===== config.mk =====
export PLATFORM = sky130hd
export DESIGN_NAME = uart_tx_mmio
export DESIGN_NICKNAME = d
export VERILOG_FILES = /design/src/rtl/uart_tx_mmio.sv
export SDC_FILE = /design/constraint.sdc
export NUM_CORES = 1
export LEC_CHECK = 0
export CORE_ASPECT_RATIO = 1.25
export CORE_MARGIN = 2
export CORE_UTILIZATION = 55
export CTS_CLUSTER_SIZE = 30
export DETAILED_ROUTE_END_ITERATION = 8
export DONT_BUFFER_PORTS = 1
export GPL_TIMING_DRIVEN = 0
export PLACE_DENSITY = 0.7
export SLEW_MARGIN = 20
export SYNTH_ARGS = -nofsm -noshare
export SYNTH_HDL_FRONTEND = slang
export SYNTH_SLANG_ARGS = --single-unit

===== constraint.sdc =====
create_clock -name clk -period 3.8 [get_ports clk]
set_input_delay 1.14 -clock clk [delete_from_list [all_inputs] [get_ports clk]]
set_output_delay 1.14 -clock clk [all_outputs]
set_load 0.01 [all_outputs]

===== src/rtl/uart_tx_mmio.sv =====
// uart_tx_mmio
//   UART transmit end of the MMIO console path. Bytes written by the memory
//   stage are queued in a small FIFO and serialised on tx as 8N1 frames
//   (start bit, 8 data bits LSB first, stop bit). Each finished frame is
//   reported with a one-cycle pulse on mmio_read.
//
// Parameters
//   CLKS_PER_BIT  clk cycles per UART bit (>= 2)
//   FIFO_DEPTH    byte FIFO entries (power of 2, >= 2)
//
// Ports
//   clk        in   system clock, all logic on posedge
//   Rst        in   synchronous active-high reset
//   mmio_wea   in   write strobe, one byte per asserted cycle
//   mmio_dat   in   write data, only [7:0] is transmitted
//   tx         out  serial line, idle high, registered
//   mmio_read  out  one-cycle pulse as each frame's stop bit completes
//   tx_busy    out  FSM not idle or FIFO non-empty
//   fifo_full  out  FIFO holds FIFO_DEPTH bytes
//   overflow   out  sticky flag, a write was dropped; cleared only by Rst
module uart_tx_mmio #(
   parameter int CLKS_PER_BIT = 868,
   parameter int FIFO_DEPTH   = 16
) (
   input  logic        clk,
   input  logic        Rst,
   input  logic        mmio_wea,
   input  logic [31:0] mmio_dat,
   output logic        tx,
   output logic        mmio_read,
   output logic        tx_busy,
   output logic        fifo_full,
   output logic        overflow
);

   localparam int PW = $clog2(FIFO_DEPTH);
   localparam int CW = PW + 1;
   localparam int BW = $clog2(CLKS_PER_BIT);

   localparam logic [BW-1:0] BAUD_LAST = BW'(CLKS_PER_BIT - 1);
   localparam logic [CW-1:0] DEPTH_C   = CW'(FIFO_DEPTH);

   typedef enum logic [1:0] {
      IDLE,
      START,
      DATA,
      STOP
   } state_t;

   state_t          state_q,     state_d;
   logic [BW-1:0]   baud_cnt_q,  baud_cnt_d;
   logic [2:0]      bit_idx_q,   bit_idx_d;
   logic [7:0]      shreg_q,     shreg_d;
   logic            tx_q,        tx_d;
   logic            mmio_read_q, mmio_read_d;
   logic            overflow_q,  overflow_d;
   logic [PW-1:0]   wr_ptr_q,    wr_ptr_d;
   logic [PW-1:0]   rd_ptr_q,    rd_ptr_d;
   logic [CW-1:0]   count_q,     count_d;
   logic [7:0]      fifo_mem_q [FIFO_DEPTH];

   logic            push;
   logic            pop;
   logic            fifo_nonempty;
   logic [7:0]      fifo_head;
   logic            baud_end;
   logic            unused_dat_hi;

   assign unused_dat_hi = ^mmio_dat[31:8];

   // Acceptance looks only at the pre-edge count, so a pop in the same
   // cycle never makes room for a write that arrives while full.
   assign push          = mmio_wea && (count_q != DEPTH_C);
   assign fifo_nonempty = (count_q != '0);
   assign fifo_head     = fifo_mem_q[rd_ptr_q];
   assign baud_end      = (baud_cnt_q == BAUD_LAST);

   always_comb begin
      overflow_d = overflow_q | (mmio_wea & ~push);
      wr_ptr_d   = wr_ptr_q + PW'(push);
      rd_ptr_d   = rd_ptr_q + PW'(pop);
      count_d    = count_q;
      if (push && !pop) begin
         count_d = count_q + CW'(1);
      end else if (pop && !push) begin
         count_d = count_q - CW'(1);
      end
   end

   always_comb begin
      state_d     = state_q;
      baud_cnt_d  = baud_cnt_q + BW'(1);
      bit_idx_d   = bit_idx_q;
      shreg_d     = shreg_q;
      tx_d        = tx_q;
      mmio_read_d = 1'b0;
      pop         = 1'b0;

      case (state_q)
         IDLE: begin
            tx_d       = 1'b1;
            baud_cnt_d = '0;
            if (fifo_nonempty) begin
               pop     = 1'b1;
               shreg_d = fifo_head;
               tx_d    = 1'b0;
               state_d = START;
            end
         end
         START: begin
            if (baud_end) begin
               baud_cnt_d = '0;
               tx_d       = shreg_q[0];
               bit_idx_d  = '0;
               state_d    = DATA;
            end
         end
         DATA: begin
            if (baud_end) begin
               baud_cnt_d = '0;
               if (bit_idx_q == 3'd7) begin
                  tx_d    = 1'b1;
                  state_d = STOP;
               end else begin
                  // Next bit is bit 1 of the current register, i.e. bit 0
                  // after the shift.
                  shreg_d   = {1'b0, shreg_q[7:1]};
                  tx_d      = shreg_q[1];
                  bit_idx_d = bit_idx_q + 3'd1;
               end
            end
         end
         STOP: begin
            if (baud_end) begin
               baud_cnt_d  = '0;
               mmio_read_d = 1'b1;
               // Chain straight into the next frame when data is waiting.
               if (fifo_nonempty) begin
                  pop     = 1'b1;
                  shreg_d = fifo_head;
                  tx_d    = 1'b0;
                  state_d = START;
               end else begin
                  state_d = IDLE;
               end
            end
         end
         default: begin
            state_d = IDLE;
            tx_d    = 1'b1;
         end
      endcase
   end

   always_ff @(posedge clk) begin
      if (Rst) begin
         state_q     <= IDLE;
         baud_cnt_q  <= '0;
         bit_idx_q   <= '0;
         tx_q        <= 1'b1;
         mmio_read_q <= 1'b0;
         overflow_q  <= 1'b0;
         wr_ptr_q    <= '0;
         rd_ptr_q    <= '0;
         count_q     <= '0;
      end else begin
         state_q     <= state_d;
         baud_cnt_q  <= baud_cnt_d;
         bit_idx_q   <= bit_idx_d;
         tx_q        <= tx_d;
         mmio_read_q <= mmio_read_d;
         overflow_q  <= overflow_d;
         wr_ptr_q    <= wr_ptr_d;
         rd_ptr_q    <= rd_ptr_d;
         count_q     <= count_d;
      end
   end

   // Data storage carries no reset; validity is tracked by count_q.
   always_ff @(posedge clk) begin
      shreg_q <= shreg_d;
      if (push) begin
         fifo_mem_q[wr_ptr_q] <= mmio_dat[7:0];
      end
   end

   assign tx        = tx_q;
   assign mmio_read = mmio_read_q;
   assign overflow  = overflow_q;
   assign tx_busy   = (state_q != IDLE) || fifo_nonempty;
   assign fifo_full = (count_q == DEPTH_C);

endmodule


# --- Yosys cells after proc, flatten, opt, wreduce, memory -nomap -nowiden ---
# Memories as Yosys holds them, arrays and structs flattened. A register that Yosys moved wholly into a read port is not among the register bits.
# Index checks and enable logic that the tools add are counted.
totals:
  register_bits: 39
  mem_bits_rw: 128
  inputBits: 35
  out_inout_bits: 5
  word_cells: 87
  mem_count: 1
classes:
  n_addsub: 6
  n_eq_ne: 14
  n_mux: 34
  bitwise: 4
  n_reduce_logical: 18
memory_table:
  columns: ["memory", "depth", "word_bits", "rd", "rd_clocked_by_memory_dff", "write_ports", "line", "rtl"]
  rows:
  - ["fifo_mem_q", 16, 8, 1, 1, 1, "60", "logic [7:0] fifo_mem_q [FIFO_DEPTH];"]
ops:
  columns: ["op", "n"]
  rows:
  - ["$mux W8", 4]
  - ["$pmux W8 S3", 1]
  - ["$pmux W10 S2", 1]
  - ["$ne A2 B2 Y1 const B", 7]
  - ["$mux W1", 12]
  - ["$reduce_and A4 Y1", 3]
  - ["$add A10 B1 Y10 const B", 1]
  - ["$eq A10 B10 Y1 const B", 1]
  - ["$mux W10", 1]
  - ["$mux W2", 5]
  - ["$mux W5", 2]
  - ["$mux W3", 3]
  - ["$add A4 B1 Y4", 2]
  - ["$pmux W2 S4", 1]
  - ["$pmux W3 S2", 1]
  - ["$reduce_bool A2 Y1", 3]
  - ["$add A5 B1 Y5 const B", 1]
  - ["$eq A5 B5 Y1 const B", 1]
  - ["$ne A5 B5 Y1 const B", 1]
  - ["$reduce_and A5 Y1", 1]
  - ["$reduce_bool A5 Y1", 1]
  - ["$sub A5 B1 Y5 const B", 1]
  - ["$eq A2 B2 Y1 const B", 2]
  - ["$mux W4", 1]
  - ["other kinds (15)", 19]

# --- Logic depth before layout (Yosys ltp) ---
# Gate-level depths: netlist of run 1.
depth:
  depth_word: 7
  mapped_depth: 13
  mapped_depth_nobuf: 12

# --- Worst setup path after synthesis of run 1 ---
# Ideal clock, no wire load.
synth_timing:
  path_kind: "register to register"
  startpoint: "reg baud_cnt_q[0]"
  endpoint: "reg count_q[4]"
  setup_ps: 121
  arrival_ps: 2856
  required_time_ps: 3679
  path_slack_ps: 823
  path_stages_with_launch: 14
  path_buffers: 1
  synth_period_minus_slack_ps: 2977
  cell_sequence: "dfxtp_1 ha_1 nor2b_1 and3_1 buf_2 nand2_1 a211o_1 ha_1 inv_1 ha_1 a21o_1 a21oi_1 mux2i_1 mux2_2"
synth_between:
  elab_chain_len: 6
  elab_cells_between_ends: 8
  classes_between: "eq/ne (1); mux (3); reduce/logical (4)"
synth_rtl:
  columns: ["element", "line", "rtl"]
  rows:
  - ["start: declaration", "51", "logic [BW-1:0] baud_cnt_q, baud_cnt_d;"]
  - ["start signal: assignment", "168", "baud_cnt_q <= baud_cnt_d;"]
  - ["$eq A10 B10 Y1 *", "76", "assign baud_end = (baud_cnt_q == BAUD_LAST);"]
  - ["$mux W1 *", "134", "if (baud_end) begin"]
  - ["$pmux W1 S2 *", "99", "case (state_q)"]
  - ["$logic_not A1 Y1", "83", "if (push && !pop) begin"]
  - ["$logic_and A1 B1 Y1", "83", null]
  - ["$mux W5 or $reduce_bool A2 Y1 (tied branches)", null, null]
  - ["end signal: assignment", "175", "count_q <= count_d;"]
  - ["end: declaration", "59", "logic [CW-1:0] count_q, count_d;"]
# Mark *: on every way between the ends. The rest lies on a longest branch, timed or not.
# A chain may end at the register's enable or synchronous reset.

# --- Final worst setup path of run 1 ---
# Same ends and word-level chain as after synthesis.

==> reports/summary.txt, run 1 <==
Result of the run -> finished, final reports clean
Finished layout cell area -> 7810 µm²
Number of enable flip-flop cells after synthesis -> 136
Setup CP Type -> reg2reg
Antenna violations before repair -> 0
Core Box Area -> 12500 µm²
Aggregate global-route resource usage -> 0.213
Worst Reg-to-Reg Cells -> 13
Final Worst Setup Slack -> 0.523 ns
Io pins -> 40
Antenna cells -> 0
Critical path endpoint -> count_q[4]$_SDFFE_PP0P_
Area share of the largest cell type after synthesis -> 0.585
Final-report setup violation count -> 0
Cell with the most instances after synthesis -> sky130_fd_sc_hd__edfxtp_1
Net switching component of the power -> 1.39 mW
Post-detailed-route wirelength per cell -> 21.1 µm
R2R Path Start -> baud_cnt_q[0]$_SDFF_PP0_
Cell taking the most area after synthesis -> sky130_fd_sc_hd__edfxtp_1
Final Max Tran Viols -> 0
Clock insertion delay at the later pin of the skew report -> 0.43 ns
Largest net degree at the start of global routing -> 17
Vias in the first global route -> 3865
Antenna-violating nets left -> 0
Unrepaired setup endpoints after global routing -> no
Number of synthesis warnings -> 0
Part of the Yosys area used for sequential elements -> 0.674
Relative slew slack -> 0.364
Sequential share of power -> 0.452
Share of flip-flops with an asynchronous set or reset -> 0
Cell family contributing the most delay on the critical path -> adder cells
Aggregate routed wire length -> 13.3 mm
Number of standard cells in the layout, taps in and fillers out -> 631
Power per Cell Area -> 635 nW/µm²
Cell breakdown of the critical path -> ha_1 > nor2b_1 > and3_1 > buf_2 > nand2_1 > a211o_1 > ha_1 > inv_1 > ha_1 > a21o_1 > a21oi_1 > mux2i_1 > mux2_2
Type of element capturing the critical path -> register
Filler cell count in the final layout -> 965
Layout cell share with drive strength beyond 1 -> 0.173
Data required time of the worst path -> 4.12 ns
TritonCTS sink count -> 167
Master of the slowest instance on the critical path -> sky130_fd_sc_hd__dfxtp_1
Count of placed standard cells including taps -> 599
Count of different cell masters after synthesis -> 54
Via Count -> 3725
Average via count per standard cell -> 5.90
Area of the mapped netlist -> 6980 µm²
Largest stage delay, worst path -> 0.37 ns
Setup TNS -> 0 ns
CTS H-tree lvls -> 4
Max capacitance violation total -> 0
Hold crit path type -> reg2reg
Clk buf depth -> 2
Die Height -> 130 µm
Final critical-path required period -> 3.28 ns
Actual slew at the worst max-slew pin -> 0.951 ns
Clock root buffer -> sky130_fd_sc_hd__clkbuf_16
Layout Area Growth over Synthesis -> 11.8%
Count of buffering cells on the critical path with inverters included -> 2
Startpoint types -> register
Post-synthesis register bit count -> 167
Sum of net half-perimeters after detailed placement -> 8.87 mm
Number of stages on the worst setup path -> 13
Start point of the worst min-delay path -> baud_cnt_q[0]$_SDFF_PP0_
Starting DRT DRC Count -> 174
Overall die width -> 105 µm
Register clock-pin slew on the reported worst setup and hold paths -> 0.06 ns
Dominant cells by area after synthesis -> sky130_fd_sc_hd__edfxtp_1 (59%), sky130_fd_sc_hd__dfxtp_1 (8.9%), sky130_fd_sc_hd__mux4_2 (7.7%)
Hold-fix buffers at CTS -> 0
Setup crit start -> baud_cnt_q[0]$_SDFF_PP0_
Number of buffers added by the clock tree synthesis step -> 17
Gate power share -> 0.201
Reg2reg setup slack -> 0.52 ns
Floorplan row count -> 46
Number of instances resized during post-cts repair -> 0
WP data arrival -> 3.60 ns
TritonCTS clock tree -> done
Post-route fraction of the period consumed by the critical path -> 0.862
Area post-placement -> 7210 µm²
Most Frequent Cell on Critical Path -> sky130_fd_sc_hd__ha_1
PortBufs -> 0
Setup slack at placement -> 0.504 ns
Worst clock skew on the final layout -> 0.00674 ns
Most frequent cells after synthesis -> sky130_fd_sc_hd__edfxtp_1 (136), sky130_fd_sc_hd__nor2_1 (42), sky130_fd_sc_hd__dfxtp_1 (31), sky130_fd_sc_hd__nand2_1 (27), sky130_fd_sc_hd__mux4_2 (24)
Clk network pwr share -> 0.346
Leakage Power -> 2.60 nW
Wire length of the first global-routing pass -> 21.0 mm
Final nets -> 502
Hold Violations, Final -> 0
First-pass DRT Iterations -> 5
Switching Fraction -> 0.281
Die area -> 13600 µm²
Worst IR drop on VDD -> 0.359 mV
Global placement routability congestion -> 0.798
Destination of the worst register-to-register timing path -> count_q[4]$_SDFFE_PP0P_
Buffers inserted during post-CTS setup optimization -> 0
Synthesized netlist net count -> 483
Initial Util -> 0.556
Number of standard cells after synthesis -> 431
Post-detailed-route DRC marker count -> 0
Layout Utilization -> 0.622
Pint -> 3.57 mW
Most used DFF post-synth -> sky130_fd_sc_hd__edfxtp_1
Mean instance size in the synthesized netlist -> 16.2 µm²
Critical path fanouts, max -> 6
Global route overflow -> 0
Max Freq -> 305 MHz
==> placed cells by master, fill, tap and decap left out, drive strengths merged, types with 2 or more instances in the layout <==
| cell | n |
|---|---|
| a21o | 3 |
| nor2b | 8 |
| o311ai | 2 |
| a32oi | 2 |
| or3b | 2 |
| dfxtp | 31 |
| mux4 | 29 |
| nand2b | 2 |
| nand3b | 3 |
| and3 | 3 |
| a21oi | 8 |
| xor2 | 9 |
| inv | 14 |
| mux2 | 3 |
| bufinv | 2 |
| a211o | 2 |
| buf | 10 |
| a32o | 7 |
| clkbuf | 24 |
| o21ai | 4 |
| nor3 | 6 |
| a211oi | 2 |
| xnor2 | 6 |
| nor2 | 43 |
| clkinvlp | 4 |
| edfxtp | 136 |
| mux2i | 22 |
| nand4 | 3 |
| nand3 | 9 |
| nand2 | 27 |
| clkinv | 6 |
| a31oi | 2 |
| ha | 16 |
==> area by class of cell <==
type,instances,area [µm²],share of cell area
Buffer,17,116,0.0149
Clock buffer,17,425,0.0545
Sequential cell,167,4700,0.603
Clock inverter,15,171,0.0220
Tap cell,168,210,0.0269
Inverter,11,41.3,0.00529
Multi-Input combinational cell,236,2140,0.274
==> logic make-up (layout without fill, tap and decap cells) <==
kind of cell / Yosys count / after routing / share of synthesized area
XOR/XNOR: 15 / 15 / 0.0188
adder cells (fa/ha/maj): 17 / 17 / 0.0315
multiplexers: 54 / 54 / 0.133
AND/OR/NAND/NOR: 111 / 111 / 0.0776
AO/OA/AOI/OAI: 39 / 39 / 0.0423
buffers and inverters: 28 / 60 / 0.0226
flip-flops: 167 / 167 / 0.674
==> power by group through the flow <==
stage	clock (mW)	combinational (mW)	sequential [mW]
3_5_place_dp	0	0.992	2.28
2_1_floorplan	0	0.786	2.25
4_1_cts	1.74	0.995	2.24
6_report	1.72	0.999	2.24
5_1_grt	1.81	1.11	2.25
3_3_place_gp	0	0.959	2.27
==> stage by stage <==
| stage | hold WS (ns) | power [mW] |
|---|---|---|
| floorplan | 0.426 | 3.04 |
| global placement | 0.440 | 3.23 |
| detailed placement | 0.455 | 3.27 |
| CTS | 0.470 | 4.97 |
| global route | 0.491 | 5.17 |
| finish | 0.467 | 4.96 |
==> layer usage <==
metal / share of wire / up-vias / global-route usage
met5: 0 / - / 0
met4: 0.024 / 0 / 0.0957
met3: 0.036 / 24 / 0.0514
met2: 0.53 / 75 / 0.384
met1: 0.41 / 1913 / 0.244
li1: - / 1713 / -
==> flip-flops by register name (all words and copies together), names as in the netlist <==
signal	flops
fifo_mem_q	128
baud_cnt_q	10
mmio_read	1
tx	1
count_q	5
bit_idx_q	3
rd_ptr_q	4
state_q	2
overflow	1
wr_ptr_q	4
shreg_q	8
==> worst min path at each step <==
stage | endpoint | depth (start not counted)
final | baud_cnt_q[0]$_SDFF_PP0_ | 1
after global routing | baud_cnt_q[0]$_SDFF_PP0_ | 1
after CTS | baud_cnt_q[0]$_SDFF_PP0_ | 1
after detailed placement | baud_cnt_q[0]$_SDFF_PP0_ | 1
after global placement | baud_cnt_q[0]$_SDFF_PP0_ | 1
after floorplan | baud_cnt_q[0]$_SDFF_PP0_ | 1
==> worst register-to-register path, stage by stage, from the launching register on <==
cell	delay [ns]
sky130_fd_sc_hd__dfxtp_1	0.37
sky130_fd_sc_hd__ha_1	0.22
sky130_fd_sc_hd__nor2b_1	0.26
sky130_fd_sc_hd__and3_1	0.19
sky130_fd_sc_hd__buf_2	0.16
sky130_fd_sc_hd__nand2_1	0.10
sky130_fd_sc_hd__a211o_1	0.32
sky130_fd_sc_hd__ha_1	0.20
sky130_fd_sc_hd__inv_1	0.15
sky130_fd_sc_hd__ha_1	0.30
sky130_fd_sc_hd__a21o_1	0.17
sky130_fd_sc_hd__a21oi_1	0.18
sky130_fd_sc_hd__mux2i_1	0.22
sky130_fd_sc_hd__mux2_2	0.34
No activity file was read; power rests on OpenSTA's default activity.
==> run 2, diff against run 1 <==
clock period = 3.9 ns   (was 3.8 ns; I/O delays follow)
==> results of run 2 <==
Same layout as run 1 (identical final DEF). Status: finished, final reports clean.
Among the figures that moved: setup slack after placement 0.504 ns -> 0.604 ns; setup slack after layout 0.523 ns -> 0.623 ns; register-to-register setup slack 0.52 ns -> 0.62 ns; total power 4.96 mW -> 4.83 mW; worst IR drop on VDD 0.359 mV -> 0.350 mV
